`config.mk`:
```
export PLATFORM = sky130hd
export DESIGN_NAME = ay_bus_sequencer
export DESIGN_NICKNAME = d
export VERILOG_FILES = /design/src/rtl/ay_bus_sequencer.sv
export SDC_FILE = /design/constraint.sdc
export NUM_CORES = 1
export LEC_CHECK = 0
export CORE_ASPECT_RATIO = 0.9
export CORE_MARGIN = 2
export CORE_UTILIZATION = 57
export CTS_BUF_LIST = sky130_fd_sc_hd__clkbuf_16
export DETAILED_ROUTE_END_ITERATION = 6
export GPL_TIMING_DRIVEN = 0
export PLACE_DENSITY = 0.85
export SLEW_MARGIN = 25
export SYNTH_ARGS = -nofsm -noshare
export SYNTH_HDL_FRONTEND = slang
export SYNTH_SLANG_ARGS = --single-unit
```
`constraint.sdc`:
```
create_clock -name CLK -period 5.5 [get_ports CLK]
set_input_delay 1.65 -clock CLK [delete_from_list [all_inputs] [get_ports CLK]]
set_output_delay 1.65 -clock CLK [all_outputs]
set_load 0.1 [all_outputs]
```
`src/rtl/ay_bus_sequencer.sv`:
```
// ay_bus_sequencer
//   Owns the write side (BDIR/BC/DI) of one ay8910 and shares it between the
//   CPU port decoder and a host/OSD register writer. Tracks the AY address
//   latch, keeps a shadow of the CPU-selected register and restores the latch
//   after host/init traffic so CPU reads always see the CPU's register.
//   After reset an optional init sequence silences the chip (R0..R13).
//
// Ports
//   CLK         system clock (same as the ay8910)
//   RESET_N     synchronous active-low reset
//   CPU_REQ     one-cycle CPU port write strobe
//   CPU_SEL     1 = address port, 0 = data port
//   CPU_DI      CPU write data
//   HOST_VALID  host request, held with HOST_REG/HOST_DATA until HOST_ACK
//   HOST_REG    host target register
//   HOST_DATA   host write data
//   HOST_ACK    pulse in the cycle the host data phase is on the bus
//   INIT_DONE   high once init has completed
//   AY_BDIR, AY_BC, AY_DI   registered ay8910 write bus
module ay_bus_sequencer #(
    parameter bit         INIT_EN    = 1'b1,
    parameter logic [7:0] INIT_MIXER = 8'hFF
) (
    input  logic       CLK,
    input  logic       RESET_N,
    input  logic       CPU_REQ,
    input  logic       CPU_SEL,
    input  logic [7:0] CPU_DI,
    input  logic       HOST_VALID,
    input  logic [3:0] HOST_REG,
    input  logic [7:0] HOST_DATA,
    output logic       HOST_ACK,
    output logic       INIT_DONE,
    output logic       AY_BDIR,
    output logic       AY_BC,
    output logic [7:0] AY_DI
);

    localparam logic [2:0] S_INIT  = 3'd0;  // writing R0..R13
    localparam logic [2:0] S_IRST  = 3'd1;  // init restore of the shadow
    localparam logic [2:0] S_IDONE = 3'd2;  // raise INIT_DONE
    localparam logic [2:0] S_IDLE  = 3'd3;
    localparam logic [2:0] S_HOP   = 3'd4;  // host address/data
    localparam logic [2:0] S_HDONE = 3'd5;  // idle cycle, re-sample HOST_VALID
    localparam logic [2:0] S_HRST  = 3'd6;  // host restore of the shadow

    logic [2:0] state, nx_state;
    logic [3:0] init_idx, nx_idx;
    logic [3:0] shadow, nx_shadow;
    logic [3:0] ay_addr, nx_addr;
    logic       ay_avalid, nx_avalid;
    logic       cpu_pend, nx_pend;
    logic [7:0] cpu_data, nx_pdata;
    logic       nx_ack, nx_done;
    logic       nx_bdir, nx_bc;
    logic [7:0] nx_di;

    logic       do_addr, do_data;
    logic [3:0] a_reg;
    logic [7:0] d_val;
    logic       in_init;
    logic       hit_shadow, hit_idx, hit_host;

    assign hit_shadow = ay_avalid && (ay_addr == shadow);
    assign hit_idx    = ay_avalid && (ay_addr == init_idx);
    assign hit_host   = ay_avalid && (ay_addr == HOST_REG);
    assign in_init    = (state == S_INIT) || (state == S_IRST);

    // Every edge picks the next bus cycle: a CPU data phase still owed wins,
    // then a fresh CPU strobe, then the host/init FSM. The FSM only advances
    // when it actually owns the cycle, so preempted work simply resumes and
    // re-checks the tracked address.
    always_comb begin
        nx_state  = state;
        nx_idx    = init_idx;
        nx_shadow = shadow;
        nx_addr   = ay_addr;
        nx_avalid = ay_avalid;
        nx_pend   = cpu_pend;
        nx_pdata  = cpu_data;
        nx_ack    = 1'b0;
        nx_done   = INIT_DONE;
        nx_bdir   = 1'b0;
        nx_bc     = 1'b0;
        nx_di     = '0;
        do_addr   = 1'b0;
        do_data   = 1'b0;
        a_reg     = '0;
        d_val     = '0;

        if (CPU_REQ && CPU_SEL)
            nx_shadow = CPU_DI[3:0];

        // Completion flag is set regardless of who owns this bus cycle.
        if (state == S_IDONE) begin
            nx_done  = 1'b1;
            nx_state = S_IDLE;
        end

        if (cpu_pend) begin
            do_data = 1'b1;
            d_val   = cpu_data;
            nx_pend = 1'b0;
        end else if (CPU_REQ && !in_init) begin
            if (CPU_SEL) begin
                do_addr = 1'b1;
                a_reg   = CPU_DI[3:0];
            end else if (hit_shadow) begin
                do_data = 1'b1;
                d_val   = CPU_DI;
            end else begin
                do_addr  = 1'b1;
                a_reg    = shadow;
                nx_pend  = 1'b1;
                nx_pdata = CPU_DI;
            end
        end else begin
            case (state)
                S_INIT: begin
                    if (hit_idx) begin
                        do_data = 1'b1;
                        d_val   = (init_idx == 4'd7) ? INIT_MIXER : 8'h00;
                        if (init_idx == 4'd13)
                            nx_state = S_IRST;
                        else
                            nx_idx = init_idx + 4'd1;
                    end else begin
                        do_addr = 1'b1;
                        a_reg   = init_idx;
                    end
                end
                S_IRST: begin
                    // A CPU address write in this same cycle still counts.
                    do_addr  = 1'b1;
                    a_reg    = nx_shadow;
                    nx_state = S_IDONE;
                end
                S_IDLE: begin
                    if (HOST_VALID)
                        nx_state = S_HOP;
                end
                S_HOP: begin
                    if (hit_host) begin
                        do_data  = 1'b1;
                        d_val    = HOST_DATA;
                        nx_ack   = 1'b1;
                        nx_state = S_HDONE;
                    end else begin
                        do_addr = 1'b1;
                        a_reg   = HOST_REG;
                    end
                end
                S_HDONE: begin
                    nx_state = HOST_VALID ? S_HOP : S_HRST;
                end
                S_HRST: begin
                    if (!hit_shadow) begin
                        do_addr = 1'b1;
                        a_reg   = shadow;
                    end
                    nx_state = S_IDLE;
                end
                default: ;
            endcase
        end

        if (do_addr) begin
            nx_bdir   = 1'b1;
            nx_bc     = 1'b1;
            nx_di     = {4'h0, a_reg};
            nx_addr   = a_reg;
            nx_avalid = 1'b1;
        end else if (do_data) begin
            nx_bdir = 1'b1;
            nx_di   = d_val;
        end
    end

    always_ff @(posedge CLK) begin
        if (!RESET_N) begin
            state     <= INIT_EN ? S_INIT : S_IDONE;
            init_idx  <= '0;
            shadow    <= '0;
            ay_addr   <= '0;
            ay_avalid <= 1'b0;
            cpu_pend  <= 1'b0;
            cpu_data  <= '0;
            HOST_ACK  <= 1'b0;
            INIT_DONE <= 1'b0;
            AY_BDIR   <= 1'b0;
            AY_BC     <= 1'b0;
            AY_DI     <= '0;
        end else begin
            state     <= nx_state;
            init_idx  <= nx_idx;
            shadow    <= nx_shadow;
            ay_addr   <= nx_addr;
            ay_avalid <= nx_avalid;
            cpu_pend  <= nx_pend;
            cpu_data  <= nx_pdata;
            HOST_ACK  <= nx_ack;
            INIT_DONE <= nx_done;
            AY_BDIR   <= nx_bdir;
            AY_BC     <= nx_bc;
            AY_DI     <= nx_di;
        end
    end

endmodule

```
After elaboration in Yosys (flattened, before gate mapping) --
Cells that the tools add are included.
Cells by class: bitwise logic cells 8, mux-type cells 44, eq/ne operators 11, add/subtract/negate cells 1, reductions and logical operators 13
Operators by type and width (count):
- $mux 8 | 7
- $mux 4 | 9
- $mux 3 | 7
- $pmux 3 s6 | 1
- $pmux 4 s4 | 1
- $pmux 8 s2 | 1
- $mux 1 | 15
- $eq 4x4->1 | 3
- $eq 3x3->1 const B | 3
- $not 1->1 | 8
- $reduce_or 4->1 | 2
- $eq 3x2->1 const B | 2
- $logic_and 1x1->1 | 5
- $reduce_and 5->1 | 1
- $add 4x1->4 const B | 1
- $eq 4x3->1 const B | 1
- $eq 4x4->1 const B | 1
- $pmux 1 s4 | 1
- $reduce_and 4->1 | 1
- $eq 3x1->1 const B | 1
- $logic_not 3->1 | 1
- $reduce_or 3->1 | 1
- $mux 2 | 1
- $pmux 1 s2 | 1
- 2 further kinds | 2
Storage, ports and cells: register bits 37, input port bits 25, output and inout bits 12

Logic depth before layout (Yosys ltp) --
depth in word-level cells 8, mapped depth 8

Worst setup path before layout --
Ideal clock, no wire load.
path kind in2reg, start point in CPU_REQ, end point reg AY_DI[1], cell stages on the path 8, library setup time 0.088 ns, buffers on the path 2, required time 5.412 ns, setup slack 2.500 ns, arrival 2.911 ns, cell sequence clkbuf_1 o21ai_0 nor3_1 o21ai_1 buf_4 o211ai_1 a21oi_1 o32ai_2
On the way: word-level cells in the longest chain between the ends 6
RTL lines:
- from (decl) | line 26 | input logic CPU_REQ,
- $logic_and 1x1->1 | line 91 | if (CPU_REQ && CPU_SEL)
- $mux 4 | line 91
- $pmux 4 s4 | line 118 | case (state)
- $mux 4 | line 104 | end else if (CPU_REQ && !in_init) begin
- $mux 4 | line 100 | if (cpu_pend) begin
- $mux 4 (*) | line 167 | if (do_addr) begin
- to (signal assigned) | line 205 | AY_DI <= nx_di;
- to (decl) | line 36 | output logic [7:0] AY_DI
Mark *: on every way between the ends. The rest lies on a longest branch, timed or not. A chain may end at the register's enable or synchronous reset.

Final worst setup path --
start point in HOST_REG[3], end point reg AY_DI[1]
On the way: word-level cells in the longest chain between the ends 8
RTL lines:
- from (decl) | line 30 | input logic [3:0] HOST_REG,
- $eq 4x4->1 (*) | line 66 | assign hit_host = ay_avalid && (ay_addr == HOST_REG);
- $logic_and 1x1->1 (*) | line 66
- $mux 8 / $mux 1 (equally long branches) | line 143 | if (hit_host) begin
- $pmux 8 s2 / $pmux 1 s2 (equally long branches) | line 118
- $mux 8 / $mux 1 (equally long branches) | line 104
- $mux 8 / $mux 1 (equally long branches) | line 100
- $mux 4 | line 173 | end else if (do_data) begin
- $mux 4 (*) | line 167
Marks and branches as above.

==> Flow_metrics.wiki <==
{| class="wikitable"
! Metric !! Value
|-
| Run status || finished, final reports clean
|-
| Max-cap violation count || 0
|-
| Total length of routed wires || 6390 microns
|-
| Routed via count divided by cell count || 6.43
|-
| Adder and majority cell fraction of the synthesized area || 1.12%
|-
| Cell types with the highest counts after synthesis || 37 x sky130_fd_sc_hd__dfxtp_1, 32 x sky130_fd_sc_hd__nor2_1, 20 x sky130_fd_sc_hd__a21oi_1
|-
| Finished layout cell area || 2790 sq um
|-
| Dominant combinational cell family by area after synthesis || simple AND/OR/NAND/NOR gates
|-
| Depth of the worst hold-timing path || 2
|-
| Maximum clock frequency || 282 MHz
|-
| Cell type with the highest aggregate area in the netlist || sky130_fd_sc_hd__dfxtp_1
|-
| Least setup slack across all paths after layout || 1.96 ns
|-
| N_diodes || 0
|-
| Largest net degree at the start of global routing || 12
|-
| Worst VDD drop || 0.169 mV
|-
| Starting density of the core || 60.0%
|-
| Violation count after the first detailed-routing iteration || 232
|-
| Synthesized-area fraction occupied by ao, oa, aoi and oai cells || 24.5%
|-
| CP max stage delay || 0.49 ns
|-
| Setup slack on the worst flop-to-flop path || 3.28 ns
|-
| Std-Cell Core Area || 3730 sq um
|-
| Width of the die || 70.1 microns
|-
| Startpoint of the lowest-slack hold path || INIT_DONE
|-
| Final net count || 337
|-
| Syn Nets || 295
|-
| PnR Total Power || 0.828 mW
|-
| DRC violation count after routing || 0
|-
| Wire length of the first global-routing pass || 10500 microns
|-
| Synthesized area divided by synthesized cell count || 8.36 sq um
|-
| Clock buffers created by TritonCTS || 5
|-
| Required time at the worst-slack endpoint || 5.66 ns
|-
| Number of standard cells in the layout, taps in and fillers out || 357
|-
| Clock tree from TritonCTS || done
|-
| # IOs || 37
|-
| FF-to-FF Start || ay_addr[2]
|-
| Total Die Area || 4450 sq um
|-
| Max-slew violation count || 0
|-
| Sum of overflow across all layers after global routing || 0
|-
| Multiplexer share of the synthesized area || 4.92%
|-
| Count of yosys warnings during synthesis || 0
|-
| Minimum clock period after layout || 3.54 ns
|-
| Unrepaired setup endpoints after global routing || no
|-
| Synth area leaders || sky130_fd_sc_hd__dfxtp_1 33%, sky130_fd_sc_hd__nor2_1 5.4%, sky130_fd_sc_hd__mux2i_1 4.9%, sky130_fd_sc_hd__a21oi_1 4.5%, sky130_fd_sc_hd__nand3_1 3.4%
|-
| DP Worst Slack || 1.68 ns
|-
| Die H || 63.5 microns
|-
| Leakage power of the design || 1.12 nW
|-
| Number of register bits inferred by synthesis || 37
|-
| Vias in the first global route || 2205
|-
| Worst setup SP type || input port
|-
| Top_reg_cell synth || sky130_fd_sc_hd__dfxtp_1
|-
| TNS Setup || 0 ns
|-
| Gp weighted congestion || 0.972
|-
| Final setup violation count || 0
|-
| Number of buffers between clock root and the deepest sink || 2
|-
| Initial antenna violation count || 0
|-
| Total track usage || 30.1%
|-
| Capturing element type of the critical path || register
|-
| Total standard cell area after synthesis || 2240 sq um
|-
| Drt pass-1 iters || 6
|-
| Worst setup path category || in2reg
|-
| Sinks on Clock Net || 37
|-
| Worst-Margin Slew || 0.980 ns
|-
| Worst-Skew Late Latency || 0.29 ns
|-
| Placed wire-length estimate after detailed placement || 4600 microns
|-
| Master of the slowest instance on the critical path || sky130_fd_sc_hd__o31ai_2
|-
| Min-delay worst type || reg2reg
|-
| Number of enable flip-flop cells after synthesis || 0
|-
| Power per Cell Area || 297 nW/um^2
|-
| Utilization after layout || 74.7%
|-
| Hold-fix buffer count after cts || 0
|-
| Placed cell area || 2650 sq um
|-
| Cells on worst reg2reg path || 7
|-
| Routed Antenna Nets || 0
|-
| Number of buffer cells added on primary ports || 35
|-
| Maximum fanout count along the critical path || 5
|-
| Std cell rows || 21
|-
| Relative max-transition margin || 34.4%
|-
| Area growth syn-to-layout || 24.4%
|-
| Worst hold-check slack || 0.484 ns
|-
| Hold violation count in the final report || 0
|-
| Arrival time of the worst setup path || 3.70 ns
|-
| Post-CTS Setup Bufs || 0
|-
| Wire length per cell || 17.9 microns
|-
| Xor/xnor share of the synthesized area || 5.08%
|-
| Crit-path cells || clkdlybuf4s50_1, xor2_1, nor4_4, a41oi_1, o31ai_2, or2_4, o32ai_2
|-
| Synthesized instance count || 268
|-
| Yosys top cell area share || 33.1%
|-
| Post-synthesis simple-gate area fraction || 25.3%
|-
| Clock input transition at the sequential cells of the worst setup and hold paths || 0.06 ns
|-
| Worst clock skew || 0.00440 ns
|-
| End of the worst register-to-register path || AY_DI[1]
|-
| CTS HTree Levels || 2
|-
| Post-cts resize count || 0
|-
| Final cycle utilization of the critical path || 64.4%
|-
| Async set-or-reset flop fraction in the synthesized netlist || 0%
|-
| DR vias || 2296
|-
| Cell count after placement || 349
|-
| Count of unique library cells instantiated by Yosys || 63
|-
| Cell with the most instances after synthesis || sky130_fd_sc_hd__dfxtp_1
|-
| Root buffer cell || sky130_fd_sc_hd__clkbuf_16
|-
| End point of the most critical hold path || INIT_DONE
|-
| Share of final-layout standard cells stronger than drive strength 1 || 10.3%
|-
| Sequential-to-total area share from yosys stat || 33.1%
|}
report_power, final:
group	internal (mW)	total (mW)	leakage, nW	switching [mW]
Combinational	0.0891	0.250	0.742	0.160
Sequential	0.286	0.303	0.300	0.0172
Clock	0.164	0.275	0.0748	0.111
Total	0.539	0.828	1.12	0.288
logic make-up (layout without fill, tap and decap cells):
logic type               count (synthesis)  count (layout)
AND/OR/NAND/NOR                        103             103
flip-flops                              37              37
AO/OA/AOI/OAI                           75              75
multiplexers                            11              11
XOR/XNOR                                13              13
adder cells (fa/ha/maj)                  2               2
buffers and inverters                   27              70
routing by layer:
| metal | share of wire [%] | routed length (microns) | up-vias | GRT usage [%] |
|---|---|---|---|---|
| met5 | 0 | 0 | - | 0 |
| met4 | 2.0 | 125 | 0 | 10.1 |
| met3 | 8.3 | 528 | 13 | 6.40 |
| met2 | 46 | 2920 | 139 | 47.7 |
| li1 | - | - | 1068 | - |
| met1 | 44 | 2820 | 1076 | 40.7 |
sequential cells by signal, indices dropped and copies added (netlist names), 3 cells and up:
| signal | flops |
|---|---|
| AY_DI | 8 |
| cpu_data | 8 |
| ay_addr | 4 |
| init_idx | 4 |
| shadow | 4 |
| state | 3 |
how the worst max path moves through the flow:
stage	cells past startpoint	endpoint	slack [ns]	start
CTS	7	AY_DI[3]	1.98	HOST_REG[3]
floorplan	8	AY_DI[1]	2.50	CPU_REQ
global placement	7	AY_DI[1]	1.68	HOST_REG[3]
finish	7	AY_DI[1]	1.96	HOST_REG[3]
detailed placement	7	AY_DI[3]	1.68	HOST_REG[3]
global route	7	ay_addr[1]	1.87	HOST_REG[3]
cells in the final DEF (no fill, tap or decap), drive strengths merged, types with 2 or more instances in the layout:
| cell | count |
|---|---|
| nor2b | 4 |
| a21boi | 2 |
| clkbuf | 11 |
| buf | 11 |
| o21a | 5 |
| a41oi | 2 |
| nand3 | 16 |
| ha | 2 |
| nand4 | 5 |
| or3 | 4 |
| clkdlybuf4s50 | 35 |
| and3 | 3 |
| a211oi | 7 |
| a21o | 3 |
| nor3 | 10 |
| nor3b | 2 |
| inv | 9 |
| dfxtp | 37 |
| mux2i | 11 |
| or2 | 2 |
| clkinv | 4 |
| nor4 | 3 |
| xnor2 | 7 |
| a31oi | 3 |
| and2 | 2 |
| o21ai | 7 |
| o32ai | 2 |
| a21oi | 20 |
| o211ai | 6 |
| nand2b | 3 |
| nor2 | 33 |
| xor2 | 6 |
| o22ai | 5 |
| nand2 | 12 |
cell type report:
cell class                 count  area (sq um)
buffer                        17          97.6
multi-input combinational    204          1360
clock inverter                 3          13.8
tap                           46          57.6
sequential                    37           741
inverter                      10          37.5
clock buffer                   5           125
timing repair buffer          35           350
fill                         280           945
critical path, delay by kind of cell:
kind | cells | cell delay (ns)
buffers and inverters | 1 | 0.44
AOI/OAI and AO/OA | 3 | 0.78
xor gates and xnor gates | 1 | 0.18
and+or+nand+nor | 2 | 0.64
(Power assumes the default switching activity.)
